### src/rtl/misr_signature_analyzer_if.sv
// Bus bundle for misr_signature_analyzer: session setup, response stream and status.
// Defining MISR_XMASK_EN adds the xmask field used to block unknown response bits.
interface misr_signature_analyzer_if #(
  parameter int WIDTH   = 8,
  parameter int COUNT_W = 8
);
  logic               en;
  logic               start;
  logic [WIDTH-1:0]   poly;
  logic [WIDTH-1:0]   seed;
  logic [WIDTH-1:0]   golden;
  logic [COUNT_W-1:0] num_patterns;
  logic [WIDTH-1:0]   data_in;
  logic               data_valid;
`ifdef MISR_XMASK_EN
  logic [WIDTH-1:0]   xmask;
`endif
  logic [WIDTH-1:0]   signature;
  logic               busy;
  logic               done;
  logic               pass;
  logic [1:0]         fsm_state;

  modport master (
    output en, start, poly, seed, golden, num_patterns, data_in, data_valid,
`ifdef MISR_XMASK_EN
    output xmask,
`endif
    input  signature, busy, done, pass, fsm_state
  );

  modport slave (
    input  en, start, poly, seed, golden, num_patterns, data_in, data_valid,
`ifdef MISR_XMASK_EN
    input  xmask,
`endif
    output signature, busy, done, pass, fsm_state
  );
endinterface

### src/rtl/misr_signature_analyzer.sv
// BIST response compactor: Galois-form MISR with programmable poly/seed, golden compare.
// Optional MISR_XMASK_EN masks response bits (data_in & ~xmask) before compaction.
module misr_signature_analyzer #(
  parameter int WIDTH   = 8,
  parameter int COUNT_W = 8
) (
  input  logic                   clock,
  input  logic                   rst,
  misr_signature_analyzer_if.slave bus
);

  typedef enum logic [1:0] {
    IDLE    = 2'd0,
    COMPACT = 2'd1,
    DONE    = 2'd2
  } state_t;

  state_t             state;
  logic [WIDTH-1:0]   sig_q;
  logic [WIDTH-1:0]   poly_l;
  logic [WIDTH-1:0]   golden_l;
  logic [COUNT_W-1:0] num_l;
  logic [COUNT_W-1:0] count;
  logic               busy_q;
  logic               done_q;
  logic               pass_q;

  logic [WIDTH-1:0]   word;
  logic [WIDTH-1:0]   sig_next;
  logic               last_sample;

  // Stream handshake: there is no backpressure. A response word is accepted on
  // every rising edge where en=1, the FSM is in COMPACT and data_valid=1; words
  // offered in any other state or with en=0 are dropped.
  always_comb begin
    word        = '0;
    sig_next    = '0;
    last_sample = 1'b0;
`ifdef MISR_XMASK_EN
    word = bus.data_in & ~bus.xmask;
`else
    word = bus.data_in;
`endif
    sig_next    = {sig_q[WIDTH-2:0], 1'b0} ^ (sig_q[WIDTH-1] ? poly_l : '0) ^ word;
    last_sample = (count == num_l - COUNT_W'(1));
  end

  always_ff @(posedge clock or negedge rst) begin
    if (!rst) begin
      state    <= IDLE;
      sig_q    <= '0;
      poly_l   <= '0;
      golden_l <= '0;
      num_l    <= '0;
      count    <= '0;
      busy_q   <= 1'b0;
      done_q   <= 1'b0;
      pass_q   <= 1'b0;
    end else if (bus.en) begin
      case (state)
        IDLE, DONE: begin
          if (bus.start) begin
            sig_q    <= bus.seed;
            poly_l   <= bus.poly;
            golden_l <= bus.golden;
            num_l    <= bus.num_patterns;
            count    <= '0;
            done_q   <= 1'b0;
            pass_q   <= 1'b0;
            if (bus.num_patterns == '0) begin
              // Empty session: the seed itself is the signature.
              state  <= DONE;
              busy_q <= 1'b0;
              done_q <= 1'b1;
              pass_q <= (bus.seed == bus.golden);
            end else begin
              state  <= COMPACT;
              busy_q <= 1'b1;
            end
          end
        end
        COMPACT: begin
          if (bus.data_valid) begin
            sig_q <= sig_next;
            count <= count + COUNT_W'(1);
            if (last_sample) begin
              // Verdict uses the signature produced by this same edge.
              state  <= DONE;
              busy_q <= 1'b0;
              done_q <= 1'b1;
              pass_q <= (sig_next == golden_l);
            end
          end
        end
        default: begin
          state  <= IDLE;
          busy_q <= 1'b0;
          done_q <= 1'b0;
          pass_q <= 1'b0;
        end
      endcase
    end
  end

  assign bus.signature = sig_q;
  assign bus.busy      = busy_q;
  assign bus.done      = done_q;
  assign bus.pass      = pass_q;
  assign bus.fsm_state = state;

endmodule

### src/flat_wrapper.sv
// flat-port wrapper written by rule: the top's interface ports become plain ports
module misr_signature_analyzer_flat 
#(
  parameter int WIDTH   = 8,
  parameter int COUNT_W = 8
)
  (clock, rst, bus_en, bus_start, bus_poly, bus_seed, bus_golden, bus_num_patterns, bus_data_in, bus_data_valid, bus_signature, bus_busy, bus_done, bus_pass, bus_fsm_state);
  misr_signature_analyzer_if #(.WIDTH(WIDTH), .COUNT_W(COUNT_W)) bus_i ();
  input  logic clock;
  input  logic rst;
  input wire logic [$bits(bus_i.en)-1:0] bus_en;
  input wire logic [$bits(bus_i.start)-1:0] bus_start;
  input wire logic [$bits(bus_i.poly)-1:0] bus_poly;
  input wire logic [$bits(bus_i.seed)-1:0] bus_seed;
  input wire logic [$bits(bus_i.golden)-1:0] bus_golden;
  input wire logic [$bits(bus_i.num_patterns)-1:0] bus_num_patterns;
  input wire logic [$bits(bus_i.data_in)-1:0] bus_data_in;
  input wire logic [$bits(bus_i.data_valid)-1:0] bus_data_valid;
  output wire logic [$bits(bus_i.signature)-1:0] bus_signature;
  output wire logic [$bits(bus_i.busy)-1:0] bus_busy;
  output wire logic [$bits(bus_i.done)-1:0] bus_done;
  output wire logic [$bits(bus_i.pass)-1:0] bus_pass;
  output wire logic [$bits(bus_i.fsm_state)-1:0] bus_fsm_state;
  assign bus_i.en = bus_en;
  assign bus_i.start = bus_start;
  assign bus_i.poly = bus_poly;
  assign bus_i.seed = bus_seed;
  assign bus_i.golden = bus_golden;
  assign bus_i.num_patterns = bus_num_patterns;
  assign bus_i.data_in = bus_data_in;
  assign bus_i.data_valid = bus_data_valid;
  assign bus_signature = bus_i.signature;
  assign bus_busy = bus_i.busy;
  assign bus_done = bus_i.done;
  assign bus_pass = bus_i.pass;
  assign bus_fsm_state = bus_i.fsm_state;
  misr_signature_analyzer #(.WIDTH(WIDTH), .COUNT_W(COUNT_W)) u_core (.clock(clock), .rst(rst), .bus(bus_i));
endmodule
### config.mk
export PLATFORM = sky130hd
export DESIGN_NAME = misr_signature_analyzer_flat
export DESIGN_NICKNAME = d
export VERILOG_FILES = /design/src/rtl/misr_signature_analyzer_if.sv /design/src/rtl/misr_signature_analyzer.sv /design/src/flat_wrapper.sv
export SDC_FILE = /design/constraint.sdc
export NUM_CORES = 1
export LEC_CHECK = 0
export ABC_AREA = 0
export BUFFER_PORTS_ARGS = -buffer_cell sky130_fd_sc_hd__buf_2
export CORE_UTILIZATION = 29
export CTS_BUF_LIST = sky130_fd_sc_hd__clkbuf_2
export CTS_CLUSTER_SIZE = 25
export DETAILED_ROUTE_END_ITERATION = 16
export PLACE_DENSITY = 0.58
export SLEW_MARGIN = 20
export SYNTH_ARGS = -nofsm -noshare
export SYNTH_HDL_FRONTEND = slang
export SYNTH_SLANG_ARGS = --single-unit
### constraint.sdc
create_clock -name clock -period 2.7 [get_ports clock]
set_input_delay 0.27 -clock clock [delete_from_list [all_inputs] [get_ports clock]]
set_output_delay 0.27 -clock clock [all_outputs]
set_load 0.005 [all_outputs]
==> metrics.md <==
| Metric | Value |
|---|---|
| Pleak | `1.420 nW` |
| Number of distinct library cells after synthesis | `44` |
| Residual DRC | `0` |
| Biggest cell delay along the critical path | `0.59 ns` |
| Clock buffers created by TritonCTS | `5` |
| Cell with the most instances after synthesis | `sky130_fd_sc_hd__nand2_1` |
| Slew at the pin closest to its max-slew limit | `0.5860 ns` |
| Initial core utilization | `0.3029` |
| Yosys top cell by area | `sky130_fd_sc_hd__dfrtp_1` |
| Root Buffer | `sky130_fd_sc_hd__clkbuf_2` |
| Count of final max-slew check failures | `0` |
| CTS tree | `done` |
| Synthesized netlist cell count | `289` |
| Path type of the worst setup path | `flop to flop` |
| Clock-pin slew on the worst setup and hold paths | `0.26 ns` |
| Worst clock skew on the final layout | `0.03379 ns` |
| Max Clk Rate | `0.4744 GHz` |
| Iter 0 DRT Violations | `122` |
| Relative slew slack | `0.6093` |
| Placed instance area | `2904 um2` |
| Core ar. | `8341 um2` |
| Post-detailed-placement half-perimeter wirelength | `4608 um` |
| Crit. End Element | `flop` |
| Setup repair after global routing missed its margin | `false` |
| Worst slack at placement | `0.5903 ns` |
| Number of setup violations in the final report | `0` |
| Remaining global-route overflow | `0` |
| Number of antenna violations at the first check in global routing | `0` |
| Number of core rows | `33` |
| Critical path, cell by cell | `nand2b_2 > o221ai_2 > nor4_1 > nand3_1 > o21ai_1 > mux2_2` |
| IO Count | `58` |
| Antenna fix cells | `0` |
| Count of fill cells added during filler insertion | `901` |
| Top cell type's share of synthesized area | `0.4260` |
| Post-layout instance area | `3029 um2` |
| Tightest Hold Check Type | `input port to flop` |
| Basic-gate share of the synthesized area counting and, or, nand and nor cells | `0.2328` |
| Share of synthesized flip-flops with an asynchronous set or reset | `1.000` |
| Share of the clock period used by the worst path after layout | `0.7807` |
| Count of maximum capacitance violations | `0` |
| Clock insertion delay at the later pin of the skew report | `0.43 ns` |
| Outcome | `finished clean` |
| WL per Instance | `14.26 um` |
| Post-CTS Resized | `0` |
| Share of final-layout standard cells stronger than drive strength 1 | `0.2279` |
| Layout Nets | `397` |
| Number of clock sinks | `43` |
| Xor-xnor portion of the synthesized cell area | `0.1679` |
| All-Layer GR Usage | `0.1526` |
| CTS HTree Levels | `2` |
| Setup slack of the critical path after layout | `0.5922 ns` |
| PnR Total Power | `3.085 mW` |
| Cell with the biggest individual delay on the critical path | `sky130_fd_sc_hd__dfrtp_1` |
| Horizontal die dimension | `95.33 um` |
| Via count | `2215` |
| Switching component of the power | `1.353 mW` |
| Final RePlAce weighted congestion | `0.7612` |
| Warnings, synthesis | `0` |
| Critical-path maximum fanout | `10` |
| Post-synthesis mux area share | `0.004458` |
| Synthesized area per cell | `8.741 um2` |
| Flip-flop and latch count after synthesis | `43` |
| Detailed-route wire length | `6504 um` |
| Hold Fails Final Rpt | `0` |
| Switching part of the total | `0.4387` |
| VDD IR max | `0.2463 mV` |
| Worst-case clock buffer depth | `2` |
| Largest net degree at the start of global routing | `44` |
| Wire length of the first global-routing pass | `10580 um` |
| Post-Synthesis Cell Area | `2526 um2` |
| Most instantiated flip-flop cell in the synthesis netlist | `sky130_fd_sc_hd__dfrtp_1` |
| Main combinational cell family by area after synthesis | `simple AND/OR/NAND/NOR gates` |
| Count of port buffers added during placement | `57` |
| Routed Antenna Nets | `0` |
| Clock network power share | `0.095` |
| Power per standard cell area | `1018 nW/um2` |
| Area enclosed by the die boundary | `9088 um2` |
| Height of the die | `95.33 um` |
| Crit path launch type | `flop` |
| Number of cells in the design after placement | `440` |
| Internal power contribution | `1.732 mW` |
| Crit path max-delay family | `simple AND/OR/NAND/NOR gates` |
| Required time at the endpoint of the critical path | `3.04 ns` |
| Leading post-synthesis cells by instance count | `86 x sky130_fd_sc_hd__nand2_1, 43 x sky130_fd_sc_hd__dfrtp_1, 22 x sky130_fd_sc_hd__xnor2_1, 22 x sky130_fd_sc_hd__xor2_1, 14 x sky130_fd_sc_hd__o22ai_1` |
| Sequential element share of the synthesized area | `0.4260` |
| Dominant cells by area after synthesis | `sky130_fd_sc_hd__dfrtp_1 43%, sky130_fd_sc_hd__nand2_1 13%, sky130_fd_sc_hd__xnor2_1 7.6%, sky130_fd_sc_hd__xor2_1 7.6%, sky130_fd_sc_hd__o22ai_1 3.5%` |
| Final standard cell count with taps included and fillers excluded | `456` |
| Length of the first detailed-routing pass in iterations | `6` |
| Shortest clock period the worst path allows after layout | `2.108 ns` |
| Adder-cell share of the synthesized area | `0.009906` |
| Number of global-route vias before repair | `2080` |
| Fraction of power consumed by sequential logic | `0.405` |
| Setup TNS | `0 ns` |
| Critical path data arrival time | `2.45 ns` |
| Combinational power share | `0.500` |
| Count of buffering cells on the critical path with inverters included | `0` |
| Area Growth Syn to Fin | `19.91%` |
| Post-synthesis compound-gate area fraction | `0.1278` |
| Post-synthesis net count | `336` |
| Mean number of vias per cell | `4.857` |
| EDFF count, synth | `0` |
[cell usage in the layout (no fill, tap or decap), drive strengths merged, types with 6 or more instances in the layout]
master | Yosys | final
a21oi | 13 | 13
xor2 | 23 | 23
buf | 6 | 60
dlygate4sd3 | 0 | 8
nand2 | 86 | 86
o22ai | 14 | 14
clkbuf | 8 | 6
nor2 | 10 | 10
xnor2 | 22 | 22
dfrtp | 43 | 43
o21ai | 8 | 8
nand3 | 10 | 10
[flip-flops by register name, summed over array words and instances, names as in the netlist]
register              cells
u_core.bus.fsm_state      2
u_core.golden_l           8
u_core.num_l              8
u_core.bus.pass           1
u_core.bus.signature      8
u_core.count              8
u_core.poly_l             8
[what timing repair did]
action,4_1_cts,5_1_grt
endpoints found under the hold margin,30,2
hold buffers,6,2
buffers inserted,0,0
[stage by stage]
step	utilization	hold WS (ns)
6_report	0.3632	0.02776
5_1_grt	0.3632	0.008428
4_1_cts	0.3605	0.001803
3_5_place_dp	0.3482	0.4635
3_3_place_gp	0.3482	0.4610
2_1_floorplan	-	-0.02559
[per-layer routing]
metal	track usage	share of wire	vias up
met5	0	0	-
met4	0.04545	0.013	0
met3	0.02472	0.044	8
met2	0.2393	0.45	48
met1	0.2149	0.49	1049
li1	-	-	1110
[power groups by stage]
stage	Sequential (mW)	Combinational [mW]	Clock, mW
finish	1.25	1.54	0.293
global route	1.30	1.74	0.333
CTS	1.25	1.55	0.305
detailed placement	1.26	1.53	0
global placement	1.26	1.52	0
floorplan	1.16	1.21	0
[layout make-up]
type	instances	area, um2	share of cell area
Sequential cell	43	1076	0.3552
Multi-Input combinational cell	228	1374	0.4535
Tap cell	105	131.4	0.04337
Timing Repair Buffer	68	390.4	0.1289
Clock inverter	2	12.51	0.004131
Inverter	4	15.01	0.004957
Clock buffer	6	30.03	0.009913
[worst reg2reg max path: stages (launching register included)]
cell and delay [ns]:
sky130_fd_sc_hd__dfrtp_1 0.59, sky130_fd_sc_hd__nand2b_2 0.21, sky130_fd_sc_hd__o221ai_2 0.16, sky130_fd_sc_hd__nor4_1 0.31
sky130_fd_sc_hd__nand3_1 0.14, sky130_fd_sc_hd__o21ai_1 0.24, sky130_fd_sc_hd__mux2_2 0.36
[worst paths after layout]
| check | startpoint | to | slack, ns | depth (start not counted) |
|---|---|---|---|---|
| min in group asynchronous | rst | u_core.bus.signature[3]$_DFFE_PN0P_ | 0.35 | 2 |
| hold reg to reg | u_core.poly_l[6]$_DFFE_PN0P_ | u_core.poly_l[6]$_DFFE_PN0P_ | 0.52 | 2 |
| max in group asynchronous | rst | u_core.num_l[1]$_DFFE_PN0P_ | 1.93 | 2 |
| hold / removal | bus_golden[7] | u_core.golden_l[7]$_DFFE_PN0P_ | 0.03 | 3 |
| setup reg to reg | u_core.bus.fsm_state[1]$_DFFE_PN0P_ | u_core.bus.pass$_DFFE_PN0P_ | 0.59 | 6 |
| setup / recovery | u_core.bus.fsm_state[1]$_DFFE_PN0P_ | u_core.bus.pass$_DFFE_PN0P_ | 0.59 | 6 |
[logic make-up after synthesis]
logic type / Yosys count
multiplexers: 1
buffers and inverters: 18
AND/OR/NAND/NOR: 130
flip-flops: 43
adder cells (fa/ha/maj): 2
AO/OA/AOI/OAI: 49
XOR/XNOR: 46
No activity file was read; power rests on OpenSTA's default activity.
